--- src/rtl/car_motion_scheduler_pkg.sv ---
// Shared game parameters: playfield geometry and per-car motion tables.
// The VGA display block imports the same package so both agree on car placement.
package car_motion_scheduler_pkg;

    localparam int NUM_CARS_DEF = 10;
    localparam int H_WRAP_DEF   = 640;
    localparam int CAR_SIZE     = 32;
    localparam int TBL_N        = 10;

    localparam logic [9:0] LANE_Y [TBL_N] = '{
        10'd40,  10'd80,  10'd120, 10'd160, 10'd200,
        10'd240, 10'd280, 10'd320, 10'd360, 10'd400
    };

    localparam logic [9:0] START_X [TBL_N] = '{
        10'd636, 10'd631, 10'd3,   10'd5,   10'd100,
        10'd300, 10'd0,   10'd639, 10'd320, 10'd500
    };

    // 0 = moving right, 1 = moving left
    localparam logic CAR_DIR [TBL_N] = '{
        1'b0, 1'b0, 1'b1, 1'b1, 1'b0,
        1'b1, 1'b0, 1'b1, 1'b0, 1'b1
    };

    localparam logic [3:0] CAR_SPEED [TBL_N] = '{
        4'd8, 4'd8, 4'd5, 4'd5, 4'd2,
        4'd3, 4'd15, 4'd1, 4'd4, 4'd7
    };

    localparam logic [2:0] CAR_PERIOD [TBL_N] = '{
        3'd1, 3'd1, 3'd1, 3'd1, 3'd3,
        3'd2, 3'd7, 3'd1, 3'd5, 3'd4
    };

    typedef enum logic [1:0] {
        IDLE  = 2'd0,
        SWEEP = 2'd1,
        DONE  = 2'd2
    } state_e;

endpackage

--- src/rtl/car_step.sv ---
// One horizontal step of a car with wraparound inside [0, H_WRAP-1].
module car_step #(
    parameter int H_WRAP = 640
) (
    input  logic [9:0] x,
    input  logic       dir,
    input  logic [3:0] speed,
    output logic [9:0] nx
);

    logic [10:0] sum_s;

    // Right-step sum kept at 11 bits so the wrap compare sees the carry.
    assign sum_s = {1'b0, x} + {7'b0, speed};

    // Select right or left step, wrapping around the playfield edge.
    always_comb begin
        nx = x;
        if (dir == 1'b0) begin
            if (sum_s >= 11'(H_WRAP)) begin
                nx = 10'(sum_s - 11'(H_WRAP));
            end else begin
                nx = sum_s[9:0];
            end
        end else begin
            if (x < {6'b0, speed}) begin
                nx = 10'({1'b0, x} + 11'(H_WRAP) - {7'b0, speed});
            end else begin
                nx = x - {6'b0, speed};
            end
        end
    end

endmodule

--- src/rtl/car_motion_scheduler.sv ---
// Per-frame car motion sequencer: on each frame tick it sweeps all cars, one per
// cycle, through a shared step unit, advancing each car when its frame divider expires.
module car_motion_scheduler
    import car_motion_scheduler_pkg::*;
#(
    parameter int NUM_CARS = NUM_CARS_DEF,
    parameter int H_WRAP   = H_WRAP_DEF
) (
    input  logic                    clk,
    input  logic                    rst_n,
    input  logic                    frame_tick,
    input  logic                    run,
    output logic [10*NUM_CARS-1:0]  car_x_bus,
    output logic [10*NUM_CARS-1:0]  car_y_bus,
    output logic                    busy,
    output logic                    sweep_done,
    output logic                    overrun,
    input  logic                    overrun_clr
);

    localparam int IDX_W = (NUM_CARS > 1) ? $clog2(NUM_CARS) : 1;

    state_e           state_r;
    state_e           state_s;
    logic [IDX_W-1:0] idx_r;
    logic [9:0]       x_r   [NUM_CARS];
    logic [2:0]       div_r [NUM_CARS];
    logic             busy_r;
    logic             sweep_done_r;
    logic             overrun_r;
    logic             last_s;
    logic [9:0]       nx_s;

    assign last_s = (idx_r == IDX_W'(NUM_CARS - 1));

    car_step #(.H_WRAP(H_WRAP)) u_car_step (
        .x     (x_r[idx_r]),
        .dir   (CAR_DIR[idx_r]),
        .speed (CAR_SPEED[idx_r]),
        .nx    (nx_s)
    );

    // Next-state logic for the sweep sequencer.
    always_comb begin
        state_s = state_r;
        case (state_r)
            IDLE: begin
                if (frame_tick && run) begin
                    state_s = SWEEP;
                end else begin
                    state_s = IDLE;
                end
            end
            SWEEP: begin
                if (last_s) begin
                    state_s = DONE;
                end else begin
                    state_s = SWEEP;
                end
            end
            DONE:    state_s = IDLE;
            default: state_s = IDLE;
        endcase
    end

    // State, car index and status flags; busy/sweep_done mirror the state registered.
    always_ff @(posedge clk) begin
        if (!rst_n) begin
            state_r      <= IDLE;
            idx_r        <= '0;
            busy_r       <= 1'b0;
            sweep_done_r <= 1'b0;
            overrun_r    <= 1'b0;
        end else begin
            state_r      <= state_s;
            busy_r       <= (state_s == SWEEP);
            sweep_done_r <= (state_s == DONE);
            if (state_r == SWEEP && !last_s) begin
                idx_r <= idx_r + IDX_W'(1);
            end else begin
                idx_r <= '0;
            end
            // A tick that lands outside IDLE is dropped; set beats clear.
            if (frame_tick && state_r != IDLE) begin
                overrun_r <= 1'b1;
            end else if (overrun_clr) begin
                overrun_r <= 1'b0;
            end else begin
                overrun_r <= overrun_r;
            end
        end
    end

    // Car position and divider arrays; only the car under service changes.
    always_ff @(posedge clk) begin
        if (!rst_n) begin
            for (int i = 0; i < NUM_CARS; i++) begin
                x_r[i]   <= START_X[i];
                div_r[i] <= CAR_PERIOD[i];
            end
        end else if (state_r == SWEEP) begin
            if (div_r[idx_r] == 3'd1) begin
                div_r[idx_r] <= CAR_PERIOD[idx_r];
                x_r[idx_r]   <= nx_s;
            end else begin
                div_r[idx_r] <= div_r[idx_r] - 3'd1;
            end
        end else begin
            for (int i = 0; i < NUM_CARS; i++) begin
                x_r[i]   <= x_r[i];
                div_r[i] <= div_r[i];
            end
        end
    end

    for (genvar g = 0; g < NUM_CARS; g++) begin : g_bus
        assign car_x_bus[10*g +: 10] = x_r[g];
        assign car_y_bus[10*g +: 10] = LANE_Y[g];
    end

    assign busy       = busy_r;
    assign sweep_done = sweep_done_r;
    assign overrun    = overrun_r;

endmodule

--- config.mk ---
export PLATFORM = sky130hd
export DESIGN_NAME = car_motion_scheduler
export DESIGN_NICKNAME = d
export VERILOG_FILES = /design/src/rtl/car_motion_scheduler_pkg.sv /design/src/rtl/car_step.sv /design/src/rtl/car_motion_scheduler.sv
export SDC_FILE = /design/constraint.sdc
export NUM_CORES = 1
export LEC_CHECK = 0
export ABC_CLOCK_PERIOD_IN_PS = 16100
export CORE_UTILIZATION = 41
export CTS_BUF_LIST = sky130_fd_sc_hd__clkbuf_4 sky130_fd_sc_hd__clkbuf_8
export DETAILED_ROUTE_END_ITERATION = 10
export SYNTH_ARGS = -nofsm -noshare
export SYNTH_HDL_FRONTEND = slang
export SYNTH_SLANG_ARGS = --single-unit
--- constraint.sdc ---
create_clock -name clk -period 16.1 [get_ports clk]
set_input_delay 3.22 -clock clk [delete_from_list [all_inputs] [get_ports clk]]
set_output_delay 3.22 -clock clk [all_outputs]
set_load 0.02 [all_outputs]
==> results.json, run 1 <==
{
  "die-area_sq_mm": 0.0294,
  "insertedDiodeCount": 0,
  "maxSlewViolCount": 0,
  "chipWidth_microns": 172,
  "post_route_cells_drive_above_1_share": 0.135,
  "worst-endpoint-arrival_ns": 6.53,
  "post_cts_buffers": 0,
  "reg2reg_slack_ns": 9.80,
  "setup-tns-final_ns": 0,
  "fmax_mhz": 159,
  "hold_class": "register to register",
  "fp-row-count": 61,
  "port-buffer-count": 107,
  "avgViaCountPerCell": 5.49,
  "grt_max_degree": 56,
  "classification_of_the_worst_setup_path": "register to register",
  "syn-mean-instance-area_sq_um": 12.3,
  "dr.pass1.iters": 5,
  "grt_overflow_total": 0,
  "crit_path_cell_trace": "buf_4 -> mux2i_1 -> o221ai_1 -> o22ai_1 -> or2_2 -> inv_1 -> ha_1 -> inv_1 -> fa_1 -> o21ba_2 -> o21bai_1 -> and2_2 -> nand2_1 -> xnor2_1 -> ha_1 -> inv_1 -> a21oi_1 -> a211oi_1 -> o41ai_4 -> inv_1",
  "initial_util": 0.421,
  "die_h_microns": 172,
  "cts_resized": 0,
  "mappedNetlistArea_sq_mm": 0.0118,
  "globalRouteTotalUtil": 0.228,
  "finalCriticalPeriod_ns": 6.30,
  "synth.distinct_cells": 70,
  "grt_antenna_before_repair": 0,
  "postSynthRegisterBits": 217,
  "final_count_of_hold_timing_violations": 0,
  "avgRoutedWirePerCell_microns": 22.3,
  "timing.critical_path.from_type": "register",
  "r2r_cells": 20,
  "period_share": 0.391,
  "layout.nets": 1124,
  "setup_viol_count_final": 0,
  "required_time_of_the_worst_setup_path_ns": 16.33,
  "grt.met3_usage": 0.0393,
  "outcome": "finished, final reports clean",
  "first_iter_violations": 866,
  "tightestPinTransition_ns": 1.34,
  "synth-seq-area-share": 0.545,
  "yosysWarnings": 0,
  "synth_async_sr_flop_share": 0,
  "grt_setup_unrepaired": "false",
  "r2r_end": "x_r[13][7]",
  "worst_slew_margin_rel": 0.101,
  "power.ir.vdd_worst_mv": 0.0496,
  "routability_driven_placement_congestion_ratio": 0.888,
  "clkSlewWorstSetupHoldPaths_ns": 0.06,
  "grt_first_pass_wirelength_microns": 48700,
  "crit-reg2reg-launch": "idx_r[0]",
  "globalRouteMet1Util": 0.334,
  "vias": 8149,
  "use_met2": 0.346,
  "route.antenna.remaining_nets": 0,
  "cts-buffers-inserted": 39,
  "drt_wl_total_microns": 33100,
  "clockRootBuffer": "clkbuf_8",
  "crit_path_frequent_cell": "inv_1",
  "worst_setup_path_end_kind": "register",
  "number_of_buffers_and_inverters_on_the_critical_path": 5,
  "holdCritStartpoint": "overrun",
  "first_global_vias": 7701,
  "hold_buffers": 0,
  "htree_num_levels": 2,
  "clock_sinks": 217,
  "synth_flop_cell": "edfxtp_1",
  "netlist_instances": 960,
  "core_area_sq_mm": 0.0280,
  "cts.path.max_buffers": 3,
  "flow.area_growth_from_synthesis_pct": 15.4,
  "synth_enable_flop_cells": 208,
  "clock-skew-final_ns": 0.0307,
  "drt_drc_violations_left": 0,
  "final_core_util": 0.485,
  "io_pins": 208,
  "cp_slowest_stage_delay_ns": 0.84,
  "clock_latency_ns": 0.56,
  "top_usage_layer": "met2",
  "number_of_violations_of_the_max_capacitance_limit": 0,
  "place.detailed.hpwl_microns": 23400,
  "power_per_cell_area_mw_per_mm2": 99.5,
  "critical_path_peak_fanout": 55,
  "worst_path_max_delay_cell": "buf_4",
  "worstHoldPathCells": 2,
  "worst_path_dominant_cell_family": "compound AO/OA/AOI/OAI gates",
  "timing.hold.worst_endpoint": "overrun",
  "cts_tree": "built",
  "leak_pwr_nw": 4.83
}
cell usage after synthesis (all sizes together) (9+ instances only):
cell type,count,area share
nor3,18,0.011
o22ai,11,0.0069
mux2i,37,0.031
a21oi,23,0.010
clkbuf,30,0.015
inv,46,0.015
nand2,107,0.034
nor2,112,0.037
or2,10,0.0053
ha,35,0.037
o21ai,23,0.0098
edfxtp,208,0.53
buf,118,0.076
xnor2,9,0.0083
o221ai,16,0.012
dfxtp,9,0.015
nand3,20,0.0089
mux4,36,0.072
nand2b,12,0.0064
area by class of cell:
type                            count  area [sq um]
Clock buffer                       57           672
Timing Repair Buffer              128          1230
Fill cell                        2519         14400
Tap cell                          378           473
Clock inverter                     12           119
Sequential cell                   217          6430
Multi-Input combinational cell    645          4490
Inverter                           48           180
worst max path at each step:
stage                            end      from  depth (start not counted)
after floorplan           x_r[10][7]  idx_r[0]                         25
after global routing      x_r[13][7]  idx_r[0]                         20
after detailed placement   x_r[8][5]     rst_n                          7
after CTS                 x_r[13][7]  idx_r[0]                         20
final                     x_r[13][7]  idx_r[0]                         20
after global placement     x_r[8][8]     rst_n                          7
per-layer routing:
layer | vias up | routed length [microns] | part of all wire
li1 | 3518 | - | -
met1 | 4124 | 14600 | 0.44
met2 | 455 | 14800 | 0.45
met3 | 52 | 3110 | 0.094
met4 | 0 | 589 | 0.018
met5 | - | 0 | 0
report_power, final:
part / switching, mW / leakage (nW) / internal [mW]
clock network: 0.235 / 0.419 / 0.302
logic: 0.124 / 2.48 / 0.0528
registers: 0.00753 / 1.93 / 0.633
total: 0.366 / 4.83 / 0.987
metrics by stage:
stage                     instances  instance area, sq um  power, mW  worst slack [ns]  hold WS [ns]
final                          1485                 13600       1.35              9.80         0.476
after global routing           1485                 13600       1.39              9.28         0.498
after CTS                      1485                 13600       1.36              9.88         0.481
after detailed placement       1416                 12800      0.826              9.49         0.471
after global placement         1416                 12800      0.824              9.52         0.471
after floorplan                1058                 12100      0.789             10.79         0.450
cell usage in the layout (no fill, tap or decap), types with 4 or more instances in the layout:
master	instances
fa_1	5
dfxtp_1	7
clkinv_1	7
nor2b_1	4
o21bai_1	4
a21oi_1	22
ha_1	35
a31oi_1	5
mux4_1	10
clkbuf_4	18
xnor2_1	8
mux2i_1	37
nor2_1	111
edfxtp_1	208
conb_1	100
nor3_2	7
o21ai_0	20
mux4_2	26
or2_2	10
o221ai_1	16
nand3_1	19
buf_4	21
a22oi_1	5
o21a_1	4
clkdlybuf4s50_1	107
nand2b_1	12
nand2_1	107
inv_1	44
clkbuf_8	39
o22ai_1	9
nor3_1	11
worst register-to-register path, cell delays in order (launching register included):
cell	delay, ns
dfxtp_4	0.63
buf_4	0.85
mux2i_1	0.23
o221ai_1	0.30
o22ai_1	0.14
or2_2	0.35
inv_1	0.07
ha_1	0.17
inv_1	0.06
fa_1	0.45
o21ba_2	0.26
o21bai_1	0.20
and2_2	0.21
nand2_1	0.13
xnor2_1	0.19
ha_1	0.29
inv_1	0.09
a21oi_1	0.14
a211oi_1	0.10
o41ai_4	0.84
inv_1	0.28
flip-flops by register name, summed over array words and instances (netlist names):
signal	cells
overrun	1
x_r	160
busy	1
idx_r	4
sweep_done	1
state_r	2
div_r	48
cells by family (layout without fill, tap and decap cells):
| logic type | Yosys count | count (layout) | synth area share |
|---|---|---|---|
| AOI/OAI and AO/OA | 122 | 122 | 0.0742 |
| xor gates and xnor gates | 10 | 10 | 0.00903 |
| adders and majority gates | 40 | 40 | 0.0457 |
| buffers and inverters | 196 | 245 | 0.106 |
| DFF | 217 | 217 | 0.545 |
| muxes | 75 | 75 | 0.105 |
| other | 2 | 100 | 0.000637 |
| and+or+nand+nor | 298 | 298 | 0.114 |
Power figures use the tool's default switching activity.
==> inputs of run 2 (changes only) <==
--- a/config.mk
+++ b/config.mk
@@ -5,10 +5,11 @@
 export SDC_FILE = /design/constraint.sdc
 export NUM_CORES = 1
 export LEC_CHECK = 0
-export ABC_CLOCK_PERIOD_IN_PS = 16100
+export ABC_CLOCK_PERIOD_IN_PS = 5400
 export CORE_UTILIZATION = 41
 export CTS_BUF_LIST = sky130_fd_sc_hd__clkbuf_4 sky130_fd_sc_hd__clkbuf_8
 export DETAILED_ROUTE_END_ITERATION = 10
+export PLACE_DENSITY = 0.67
 export SYNTH_ARGS = -nofsm -noshare
 export SYNTH_HDL_FRONTEND = slang
 export SYNTH_SLANG_ARGS = --single-unit
==> constraint.sdc (replaced) <==
create_clock -name clk -period 5.4 [get_ports clk]
set_input_delay 1.08 -clock clk [delete_from_list [all_inputs] [get_ports clk]]
set_output_delay 1.08 -clock clk [all_outputs]
set_load 0.02 [all_outputs]
==> run 2 against run 1 <==
  * Register-to-register slack lost 9.4 ns
  * Setup slack lost 9.4 ns
  * Count of clock-buffer cells in the layout fell by 9
  * Routed wire length is 3.1% lower
==> results.json, run 2 (synthesis gave the netlist of run 1 again) <==
{
  "die_h_microns": 172,
  "cts-buffers-inserted": 37,
  "number_of_violations_of_the_max_capacitance_limit": 0,
  "cts.path.max_buffers": 3,
  "chipWidth_microns": 172,
  "post_route_cells_drive_above_1_share": 0.148,
  "setup_viol_count_final": 0,
  "io_pins": 208,
  "flow.area_growth_from_synthesis_pct": 16.4,
  "routability_driven_placement_congestion_ratio": 0.949,
  "first_global_vias": 7531,
  "grt_setup_unrepaired": "false",
  "initial_util": 0.421,
  "required_time_of_the_worst_setup_path_ns": 5.78,
  "worst_setup_path_end_kind": "register",
  "clock_sinks": 217,
  "timing.hold.worst_endpoint": "busy",
  "design_power_mw": 3.89,
  "power.ir.vdd_worst_mv": 0.163,
  "hold_buffers": 0,
  "maxSlewViolCount": 0,
  "globalRouteTotalUtil": 0.216,
  "dp_worst_setup_slack_ns": 0.329,
  "cts_tree": "built",
  "worst_slew_margin_rel": 0.325,
  "clock_latency_ns": 0.54,
  "post_cts_buffers": 0,
  "place.detailed.hpwl_microns": 22800,
  "top_library_cells_by_usage_in_the_layout_fill_and_taps_aside": "edfxtp_1 (208), nor2_1 (111), nand2_1 (107), clkdlybuf4s50_1 (107), conb_1 (100)",
  "worstHoldPathCells": 1,
  "holdCritStartpoint": "state_r[0]",
  "clkSlewWorstSetupHoldPaths_ns": 0.06,
  "largest_registers": "x_r (160), div_r (48), idx_r (4)",
  "clock-skew-final_ns": 0.0216,
  "reg2reg_slack_ns": 0.36,
  "clockRootBuffer": "clkbuf_8",
  "grt_max_degree": 25,
  "fp-row-count": 61,
  "hold_class": "register to register",
  "avgRoutedWirePerCell_microns": 21.3,
  "htree_num_levels": 2,
  "route.antenna.remaining_nets": 0,
  "dr.pass1.iters": 5,
  "critical_path_peak_fanout": 13,
  "post-route-worst-setup-slack_ns": 0.362,
  "insertedDiodeCount": 0,
  "r2r_end": "x_r[9][9]",
  "setup-tns-final_ns": 0,
  "tightestPinTransition_ns": 0.984,
  "leak_pwr_nw": 4.91,
  "top_register": "x_r",
  "r2r_cells": 20,
  "worst-endpoint-arrival_ns": 5.42,
  "finalCriticalPeriod_ns": 5.04,
  "largest_register_ff_count": 160,
  "classification_of_the_worst_setup_path": "register to register",
  "crit-reg2reg-launch": "idx_r[0]",
  "drt_drc_violations_left": 0,
  "first_iter_violations": 825,
  "timing.critical_path.from_type": "register",
  "vias": 8009,
  "grt_overflow_total": 0,
  "grt_antenna_before_repair": 0,
  "power_per_cell_area_mw_per_mm2": 284,
  "layout_commonest_cell": "edfxtp_1",
  "final_count_of_hold_timing_violations": 0,
  "period_share": 0.933,
  "worst_case_hold_slack_ns": 0.476,
  "die-area_sq_mm": 0.0294,
  "avgViaCountPerCell": 5.33,
  "layout.nets": 1147,
  "port-buffer-count": 107,
  "grt_first_pass_wirelength_microns": 46100,
  "outcome": "finished, final reports clean",
  "drt_wl_total_microns": 32100,
  "cts_resized": 0,
  "fmax_mhz": 198,
  "core_area_sq_mm": 0.0280
}
[run 2: cell count changes in the layout (fill, tap and decap cells not counted), moves of 2 or more]
cell / before / now
buf_4: 21 / 44
clkbuf_4: 18 / 11
clkbuf_8: 39 / 37
clkinv_2: 2 / 4
[run 2: area by class of cell]
class	instances	area [sq um]
clock buffers	48	592
well taps	378	473
multi-input cells	645	4480
fillers	2485	14300
inverters	48	180
clock inverters	14	109
flip-flops and latches	217	6430
repair buffers	153	1450
[run 2: metal layers]
metal	vias to the layer above	track usage	part of all wire
li1	3558	-	-
met1	3910	0.305	0.42
met2	477	0.326	0.44
met3	64	0.0437	0.11
met4	0	0.0846	0.030
met5	-	0	0
[run 2: worst max path at each step]
| stage | startpoint | endpoint | slack [ns] |
|---|---|---|---|
| 2_1_floorplan | idx_r[0] | x_r[10][7] | 0.09 |
| 3_3_place_gp | idx_r[0] | x_r[9][9] | 0.39 |
| 3_5_place_dp | idx_r[0] | x_r[9][9] | 0.33 |
| 4_1_cts | idx_r[0] | x_r[9][9] | 0.29 |
| 5_1_grt | idx_r[0] | x_r[9][9] | 0.12 |
| 6_report | idx_r[0] | x_r[9][9] | 0.36 |
[run 2: per-stage QoR]
| stage | cell area (sq um) | util | cells |
|---|---|---|---|
| 2_1_floorplan | 12100 | - | 1058 |
| 3_3_place_gp | 13000 | 0.464 | 1440 |
| 3_5_place_dp | 13000 | 0.464 | 1440 |
| 4_1_cts | 13700 | 0.489 | 1502 |
| 5_1_grt | 13700 | 0.490 | 1503 |
| 6_report | 13700 | 0.490 | 1503 |
[run 2: power by group]
part | switching (mW) | internal, mW | leakage (nW) | total, mW
Sequential | 0.0180 | 1.89 | 1.93 | 1.90
Combinational | 0.367 | 0.168 | 2.61 | 0.534
Clock | 0.682 | 0.770 | 0.373 | 1.45
Total | 1.07 | 2.82 | 4.91 | 3.89
[run 2: worst max-delay path, cell delays in order, from the launching register on]
cell	delay, ns
dfxtp_4	0.56
buf_4	0.30
mux4_2	0.52
o22ai_1	0.15
or2_2	0.16
inv_1	0.09
ha_1	0.32
inv_1	0.07
ha_1	0.15
inv_1	0.05
fa_1	0.39
nand2b_1	0.16
a21oi_1	0.19
o21bai_1	0.11
a21oi_1	0.19
o21ai_0	0.15
and3b_1	0.21
o311ai_0	0.41
o21ai_1	0.33
buf_4	0.25
nor2_1	0.10
